<file path="config.mk">
export PLATFORM = sky130hd
export DESIGN_NAME = constraint_sample_gen
export DESIGN_NICKNAME = d
export VERILOG_FILES = /design/src/rtl/constraint_sample_gen.sv
export SDC_FILE = /design/constraint.sdc
export NUM_CORES = 2
export LEC_CHECK = 0
export CORE_AREA = 4 4 659 661
export CTS_CLUSTER_DIAMETER = 30
export DETAILED_ROUTE_END_ITERATION = 7
export DIE_AREA = 0 0 663 665
export DONT_BUFFER_PORTS = 1
export PLACE_DENSITY_LB_ADDON = 0.12
export SETUP_SLACK_MARGIN = 0.1
export SLEW_MARGIN = 20
export SYNTH_ARGS = -nofsm -noshare
export SYNTH_HDL_FRONTEND = slang
export SYNTH_SLANG_ARGS = --single-unit
</file>
<file path="constraint.sdc">
create_clock -name clk -period 4.7 [get_ports clk]
set_clock_uncertainty 0.05 [all_clocks]
set_input_delay 0.47 -clock clk [delete_from_list [all_inputs] [get_ports clk]]
set_output_delay 0.47 -clock clk [all_outputs]
set_load 0.02 [all_outputs]
</file>
<file path="src/rtl/constraint_sample_gen.sv">
// Purpose: LFSR candidate generator feeding a combinational constraint checker; emits satisfying candidates.
// Latency: cand registered (first cand one cycle after start); sol_valid/sol_data one cycle after sat.
// Backpressure: HOLD freezes lanes, cand and sol_data until sol_valid & sol_ready; no new candidates meanwhile.
module constraint_sample_gen #(
   parameter int CAND_W    = 779,
   parameter int MAX_TRIES = 1024
) (
   input  logic              clk,
   input  logic              rst_n,
   input  logic              start,
   input  logic [63:0]       seed,
   input  logic [15:0]       num_sol,
   input  logic              stop,
   output logic [CAND_W-1:0] cand,
   input  logic              sat,
   output logic              sol_valid,
   input  logic              sol_ready,
   output logic [CAND_W-1:0] sol_data,
   output logic [31:0]       tries,
   output logic              busy,
   output logic              done,
   output logic              timeout
);

   localparam int          LANES    = (CAND_W + 63) / 64;
   localparam logic [63:0] GOLDEN   = 64'h9E37_79B9_7F4A_7C15;
   localparam logic [63:0] FB_MASK  = 64'hD800_0000_0000_0000;
   // tries already holds this many failures when the final allowed one arrives
   localparam logic [31:0] LAST_TRY = 32'(MAX_TRIES - 1);

   typedef enum logic [1:0] {S_IDLE, S_SEARCH, S_HOLD} state_t;

   state_t                r_state;
   state_t                w_state_nxt;
   logic [LANES*64-1:0]   r_lanes;
   logic [LANES*64-1:0]   w_lanes_step;
   logic [LANES*64-1:0]   w_lanes_seed;
   logic [CAND_W-1:0]     r_sol_data;
   logic                  r_sol_valid;
   logic [31:0]           r_tries;
   logic [15:0]           r_sol_cnt;
   logic [15:0]           r_num_sol;
   logic [15:0]           w_cnt_inc;
   logic                  r_stop_seen;
   logic                  r_done;
   logic                  r_timeout;
   logic                  w_load;
   logic                  w_capture;
   logic                  w_fail;
   logic                  w_handshake;
   logic                  w_done_nxt;
   logic                  w_timeout_nxt;

   // Per-lane Galois step and seed mixing; all-zero seeds would lock the LFSR, so force 1
   for (genvar k = 0; k < LANES; k++) begin : g_lane
      localparam logic [63:0] MIX = 64'(k) * GOLDEN;
      logic [63:0] w_lane;
      logic [63:0] w_mixed;
      assign w_lane                      = r_lanes[k*64 +: 64];
      assign w_lanes_step[k*64 +: 64]    = (w_lane >> 1) ^ (w_lane[0] ? FB_MASK : 64'h0);
      assign w_mixed                     = seed ^ MIX;
      assign w_lanes_seed[k*64 +: 64]    = (w_mixed == 64'h0) ? 64'h1 : w_mixed;
   end

   assign w_cnt_inc = r_sol_cnt + 16'd1;
   assign cand      = r_lanes[CAND_W-1:0];
   assign sol_data  = r_sol_data;
   assign sol_valid = r_sol_valid;
   assign tries     = r_tries;
   assign busy      = (r_state != S_IDLE);
   assign done      = r_done;
   assign timeout   = r_timeout;

   // State register
   always_ff @(posedge clk or negedge rst_n) begin
      if (!rst_n) r_state <= S_IDLE;
      else        r_state <= w_state_nxt;
   end

   // Next-state and datapath strobes; stop beats sat, sat beats the retry limit
   always_comb begin
      w_state_nxt   = r_state;
      w_load        = 1'b0;
      w_capture     = 1'b0;
      w_fail        = 1'b0;
      w_handshake   = 1'b0;
      w_done_nxt    = 1'b0;
      w_timeout_nxt = 1'b0;
      case (r_state)
         S_IDLE: begin
            if (start) begin
               w_load      = 1'b1;
               w_state_nxt = S_SEARCH;
            end
         end
         S_SEARCH: begin
            if (stop) begin
               w_done_nxt  = 1'b1;
               w_state_nxt = S_IDLE;
            end else if (sat) begin
               w_capture   = 1'b1;
               w_state_nxt = S_HOLD;
            end else begin
               w_fail = 1'b1;
               if (r_tries == LAST_TRY) begin
                  w_timeout_nxt = 1'b1;
                  w_state_nxt   = S_IDLE;
               end
            end
         end
         S_HOLD: begin
            if (r_sol_valid && sol_ready) begin
               w_handshake = 1'b1;
               if (r_stop_seen || stop || (r_num_sol != 16'd0 && w_cnt_inc == r_num_sol)) begin
                  w_done_nxt  = 1'b1;
                  w_state_nxt = S_IDLE;
               end else begin
                  w_state_nxt = S_SEARCH;
               end
            end
         end
         default: w_state_nxt = S_IDLE;
      endcase
   end

   // Lanes, solution capture, counters and one-cycle status pulses
   always_ff @(posedge clk or negedge rst_n) begin
      if (!rst_n) begin
         r_lanes     <= '0;
         r_sol_data  <= '0;
         r_sol_valid <= 1'b0;
         r_tries     <= '0;
         r_sol_cnt   <= '0;
         r_num_sol   <= '0;
         r_stop_seen <= 1'b0;
         r_done      <= 1'b0;
         r_timeout   <= 1'b0;
      end else begin
         r_done    <= w_done_nxt;
         r_timeout <= w_timeout_nxt;
         if (w_load)                       r_lanes <= w_lanes_seed;
         else if (w_fail || w_handshake)   r_lanes <= w_lanes_step;
         if (w_load || w_handshake)        r_tries <= '0;
         else if (w_fail && r_tries != '1) r_tries <= r_tries + 32'd1;
         if (w_load) begin
            r_sol_cnt <= '0;
            r_num_sol <= num_sol;
         end else if (w_handshake) begin
            r_sol_cnt <= w_cnt_inc;
         end
         if (w_capture) begin
            r_sol_data  <= cand;
            r_sol_valid <= 1'b1;
         end else if (w_handshake) begin
            r_sol_valid <= 1'b0;
         end
         if (w_capture)                       r_stop_seen <= 1'b0;
         else if (r_state == S_HOLD && stop)  r_stop_seen <= 1'b1;
      end
   end

endmodule

</file>
# Yosys cells after proc, flatten, opt, wreduce, memory -nomap -nowiden
# Index checks and enable logic that the tools add are counted.
# classes
n_addsub	2
eq_ne	8
n_mux	61
bitwise	25
n_reduce_logical	30
# op_table
cell	count
two-way mux 64 bit	26
two-way mux 832 bit	2
zero test 64 bit	13
bitwise XOR 63 x 64 -> 64 bit	13
inverter 38 bit	3
inverter 37 bit	3
two-way mux 32 bit	2
inverter 32 bit	2
inverter 40 bit	1
inverter 39 bit	1
inverter 33 bit	1
adder 32 x 1 -> 32 bit (second input constant)	1
== test 32 x 10 -> 1 bit (second input constant)	1
two-way mux 16 bit	2
!= test 32 bit (second input constant)	1
inverter 26 bit	1
two-way mux 1 bit	22
adder 16 x 1 -> 16 bit (second input constant)	1
== test 16 bit	1
nonzero test 16 bit	1
nonzero test 2 bit	6
two-way mux 2 bit	5
case mux 2 bit (3 select lines)	1
logical AND 1 bit	4
8 further kinds	12
# totals
reg_bits	1681
in_bits	86
output_inout_bits	1594
word_cells	136

# Logic depth before layout (Yosys ltp)
# depth
word_depth	7
depth_mapped	11
ltp_nobuf	8

# Least setup slack after synthesis
# Ideal clock, no wire load.
# synth_timing
path_kind	register to register
from	register r_state[1]
to	register r_tries[16] (netlist: tries[16])
setup_ns	0.132
arrival_time_ns	2.057
required_time_ns	4.518
slack_ns	2.461
stages_incl_launch_ff	12
n_path_buf	3
synth_period_minus_slack_ns	2.239
path_cell_list	dfrtp_1 > inv_1 > ha_1 > nor3b_2 > nor2_2 > buf_2 > buf_8 > buf_4 > nor4_1 > o21ai_0 > xnor2_1 > nor2_1
# synth_between
elab_chain_len	4
elab_cells_between_ends	10
cone_classes	eq/ne: 2; mux: 4; reduce/logical: 4
# synth_lines
element	line_no	rtl
start, declared	33	state_t r_state;
start signal, assigned	77	else r_state <= w_state_nxt;
== test 2 bit, or another cell as far along	89	case (r_state)
two-way mux 1 bit	89	
logical OR 1 bit / logical AND 1 bit (equally long branches)	143, 144	
two-way mux 32 bit / nonzero test 2 bit (equally long branches)	--	
end signal, assigned	144	else if (w_fail && r_tries != '1) r_tries <= r_tries + 32'd1;
end, declared	40	logic [31:0] r_tries;
# Parallel ways exist; a longest one is shown, timed or not.
# A chain may end at the register's enable or synchronous reset.

# Worst setup path in the final report
# layout_timing
from	register r_state[0]
to	register r_lanes[192]
# layout_between
elab_chain_len	4
elab_cells_between_ends	9
cone_classes	eq/ne: 2; mux: 4; reduce/logical: 3
# layout_lines
element	line_no	rtl
== test 2 x 1 -> 1 bit / == test 2 bit (equally long branches)	89	
two-way mux 1 bit	89	
logical OR 1 bit	142	else if (w_fail || w_handshake) r_lanes <= w_lanes_step;
nonzero test 2 bit (no source line)	--	
end signal, assigned	141	if (w_load) r_lanes <= w_lanes_seed;
end signal, assigned	142	
end, declared	35	logic [LANES*64-1:0] r_lanes;
# Parallel ways exist; a longest one is shown, timed or not.

==> impl_results.md <==
* Layout cells sized above 1 at 26.2%
* Hold Vio Cnt, Final at 0
* Count of buffers from port buffering at 0
* Most Frequent Cell on Critical Path: sky130_fd_sc_hd__dlygate4sd3_1
* Max Slew Vio Count at 0
* Drt via density at 4.17
* Final sum of negative setup slack at 0 ns
* Slowest-stage cell, CP: sky130_fd_sc_hd__nor4b_1
* Worst Hold Margin at 0.136 ns
* Share of the clock period used by the worst path at between 80 and 90%
* Post-synth top area share at 56.4%
* Cell area power density at between 900 and 1000 nW/µm²
* I/O pins at around 1700
* Wire length reported by the detailed router at around 400000 µm
* CP Class: reg2reg
* Reg area at 42100 µm²
* Non-filler instance count after layout at 12700
* Nature of the critical path endpoint: register
* Vertical extent of the die at 665 µm
* Aggregate global routing overflow at 0
* Number of sinks handled by clock tree synthesis at ~1700
* H-tree depth reported by CTS at 6
* Number of nets in the layout at 6563
* Full die area at 441000 µm²
* Number of nets produced by synthesis at 7032
* Number of cells produced by synthesis at between 6000 and 7000
* Critical Path AT at 4.90 ns
* Average size of a mapped cell at between 10 and 15 µm²
* Max Buffers Root-to-Sink at 4
* Top achievable clock speed at 246 MHz
* Status: finished, final reports clean
* Number of flops mapped to enable cells by yosys at 0
* Sequential share of the synthesized area at 56.4%
* Slowest Stage Delay on Critical Path at around 0.63 ns
* Minimum setup slack after placement at 0.175 ns
* Final critical-path setup slack at 0.629 ns
* Total number of vias at 52900
* VDD IR max at 0.000354 V
* Fill cell count at 45900
* Instance area at placement at 75500 µm²
* Yosys reg bits at 1681
* Most instantiated cells after synthesis: sky130_fd_sc_hd__dfrtp_1, sky130_fd_sc_hd__nand2_1, sky130_fd_sc_hd__o21ai_0, sky130_fd_sc_hd__a21oi_1, sky130_fd_sc_hd__buf_4
* Distinct cell type count of the synthesized netlist at 75
* RSZ-0062 raised after global routing: false
* Maximum number of pins on one net before global-route repair at 214
* # placed instances at 11500
* Vias in the first global route at roughly 53000
* Register clock-pin slew on the reported worst setup and hold paths at 0.04 ns
* Cell Area, Synth at 74600 µm²
* CP Data Required Time at 5.53 ns
* Number of antenna violations at the first check in global routing at 97
* GRT Resource Usage Total at 17.6%
* Residual DRC count at 0
* Ranking of synthesized cells by area: sky130_fd_sc_hd__dfrtp_1, sky130_fd_sc_hd__mux2_2, sky130_fd_sc_hd__buf_4
* Final Cell Area at 95500 µm²
* Leakage dissipation at 41.6 nW
* Post-route core utilization at roughly 22%
* First-pass GRT wire length at 535000 µm
* Clock tree from TritonCTS: done
* Setup-violating endpoint count in the final report at 0
* Total clock buffers created by CTS at 550
* DPL Wire Length at 287000 µm
* Placeable core area at 429000 µm²
* Max-slew headroom at between 20% and 30%
* Flip-flop cell with the highest count after synthesis: sky130_fd_sc_hd__dfrtp_1
* Final critical path time including I/O delays and setup at a little over 4 ns
* Area of the multi-input gates at 24600 µm²
* Global placer's final weighted congestion at 0.839
* Root buf cell: sky130_fd_sc_hd__clkbuf_16
* Critical Path Source Type: register
* DR WL/cell at 31.7 µm
* Most common cell in the synthesized netlist: sky130_fd_sc_hd__dfrtp_1
* Worst min path class: in2reg
* Number of cells upsized or downsized after cts at 0
* Peak fanout along the critical path at 20
* Later-pin clock latency in the skew report at 1.00 ns
* Violation count after the first detailed-route iteration at 3657
* Starting utilization of the core area at 17.4%
* Fraction of registers with async set/reset at 100%
* Overall power at 89.7 mW
* Floorplan die width at 663 µm
* Sequence of cells on the critical path: inv_1 -> ha_4 -> nand2_4 -> nor4b_1 -> nand4_1 -> nor4_1 -> dlygate4sd3_1 -> nand2_1 -> dlygate4sd3_1 -> a31oi_1
* Num rows at around 240
* Synth-to-Final Area Change at 28.1%
* Number of warnings printed during yosys synthesis at 0
* Top cell type by total area after synthesis: sky130_fd_sc_hd__dfrtp_1
* Max-Cap Viols at 0
* Number of detailed-routing iterations run before antenna repair at 5
* Slew @ Worst Pin at 1.10 ns
* Post-route ant nets at 0
[cells by family after synthesis]
kind of cell	share of synthesized area [%]
compound gates	11.7
flops	56.4
simple gates	8.23
buf+inv	10.7
mux	11.8
xor+xnor	1.17
fa+ha+maj	0.101
[power by group]
part | switching [mW] | internal, mW | leakage [nW]
sequential | 18.6 | 20.3 | 21.8
clock | 11.0 | 25.3 | 9.16
combinational | 8.23 | 6.21 | 10.6
total | 37.9 | 51.8 | 41.6
[per-layer routing]
| layer | part of all wire, % | track usage (%) | wire [µm] | vias to the layer above |
|---|---|---|---|---|
| met4 | 2.7 | 4.76 | 10900 | 2 |
| met2 | 51 | 31.0 | 204000 | 2221 |
| met3 | 7.1 | 5.18 | 28600 | 633 |
| met5 | 0.0017 | 0 | 7 | - |
| li1 | - | - | - | 22600 |
| met1 | 39 | 20.6 | 159000 | 27500 |
[registers in the layout (all words and copies together), names as in the netlist]
signal       flops
r_lanes        832
sol_data       779
tries           32
r_num_sol       16
r_sol_cnt       16
r_state          2
done             1
r_stop_seen      1
sol_valid        1
timeout          1
[worst paths after layout]
| kind | startpoint | to | slack (ns) | depth (start not counted) |
|---|---|---|---|---|
| max | r_state[0] | r_lanes[192] | 0.63 | 10 |
| max in group asynchronous | rst_n | r_lanes[641] | 0.82 | 8 |
| min reg2reg | r_lanes[779] | r_lanes[779] | 0.43 | 2 |
| max reg2reg | r_state[0] | r_lanes[192] | 0.63 | 10 |
| min in group asynchronous | rst_n | sol_data[607] | 0.16 | 3 |
| min | seed[47] | r_lanes[47] | 0.14 | 3 |
[final cells by class]
cell class                 instances  share of cell area [%]
tap                             5710                    7.48
multi-input combinational       3989                    25.8
clock inverter                   189                    2.77
timing repair buffer             239                    2.93
inverter                          10                  0.0393
antenna                           93                   0.244
sequential                      1681                    44.0
clock buffer                     786                    16.7
[critical path, delay by kind of cell (launching register included)]
family          cells  cell delay [ns]
simple gates        5             1.69
compound gates      1             0.17
buf+inv             3             1.31
fa+ha+maj           1             0.33
flops               1             0.40
[cells in the final DEF (no fill, tap or decap), types with 6 or more instances in the layout]
master,count
sky130_fd_sc_hd__a21o_1,6
sky130_fd_sc_hd__a21oi_1,788
sky130_fd_sc_hd__a31oi_1,14
sky130_fd_sc_hd__and3_1,67
sky130_fd_sc_hd__and4_1,13
sky130_fd_sc_hd__buf_12,34
sky130_fd_sc_hd__buf_16,16
sky130_fd_sc_hd__buf_4,86
sky130_fd_sc_hd__bufinv_16,33
sky130_fd_sc_hd__clkbuf_1,111
sky130_fd_sc_hd__clkbuf_16,557
sky130_fd_sc_hd__clkbuf_8,118
sky130_fd_sc_hd__clkinv_16,20
sky130_fd_sc_hd__clkinv_2,97
sky130_fd_sc_hd__clkinv_8,15
sky130_fd_sc_hd__clkinvlp_4,7
sky130_fd_sc_hd__dfrtp_1,1681
sky130_fd_sc_hd__diode_2,93
sky130_fd_sc_hd__dlygate4sd3_1,103
sky130_fd_sc_hd__inv_1,10
sky130_fd_sc_hd__inv_16,11
sky130_fd_sc_hd__inv_6,6
sky130_fd_sc_hd__mux2_2,779
sky130_fd_sc_hd__nand2_1,931
sky130_fd_sc_hd__nand3_1,31
sky130_fd_sc_hd__nand4_1,30
sky130_fd_sc_hd__nand4b_1,9
sky130_fd_sc_hd__nor2_1,162
sky130_fd_sc_hd__nor3_1,29
sky130_fd_sc_hd__nor4_1,46
sky130_fd_sc_hd__o211ai_1,7
sky130_fd_sc_hd__o21ai_0,823
sky130_fd_sc_hd__o21ai_1,19
sky130_fd_sc_hd__o31ai_1,20
sky130_fd_sc_hd__or3_1,13
sky130_fd_sc_hd__or4_1,8
sky130_fd_sc_hd__xnor2_1,30
sky130_fd_sc_hd__xor2_1,70
[what timing repair did]
item	CTS	global route
buffers inserted	0	0
hold buffers	106	0
endpoints found under the hold margin	963	0
No activity file was read; power rests on OpenSTA's default activity.
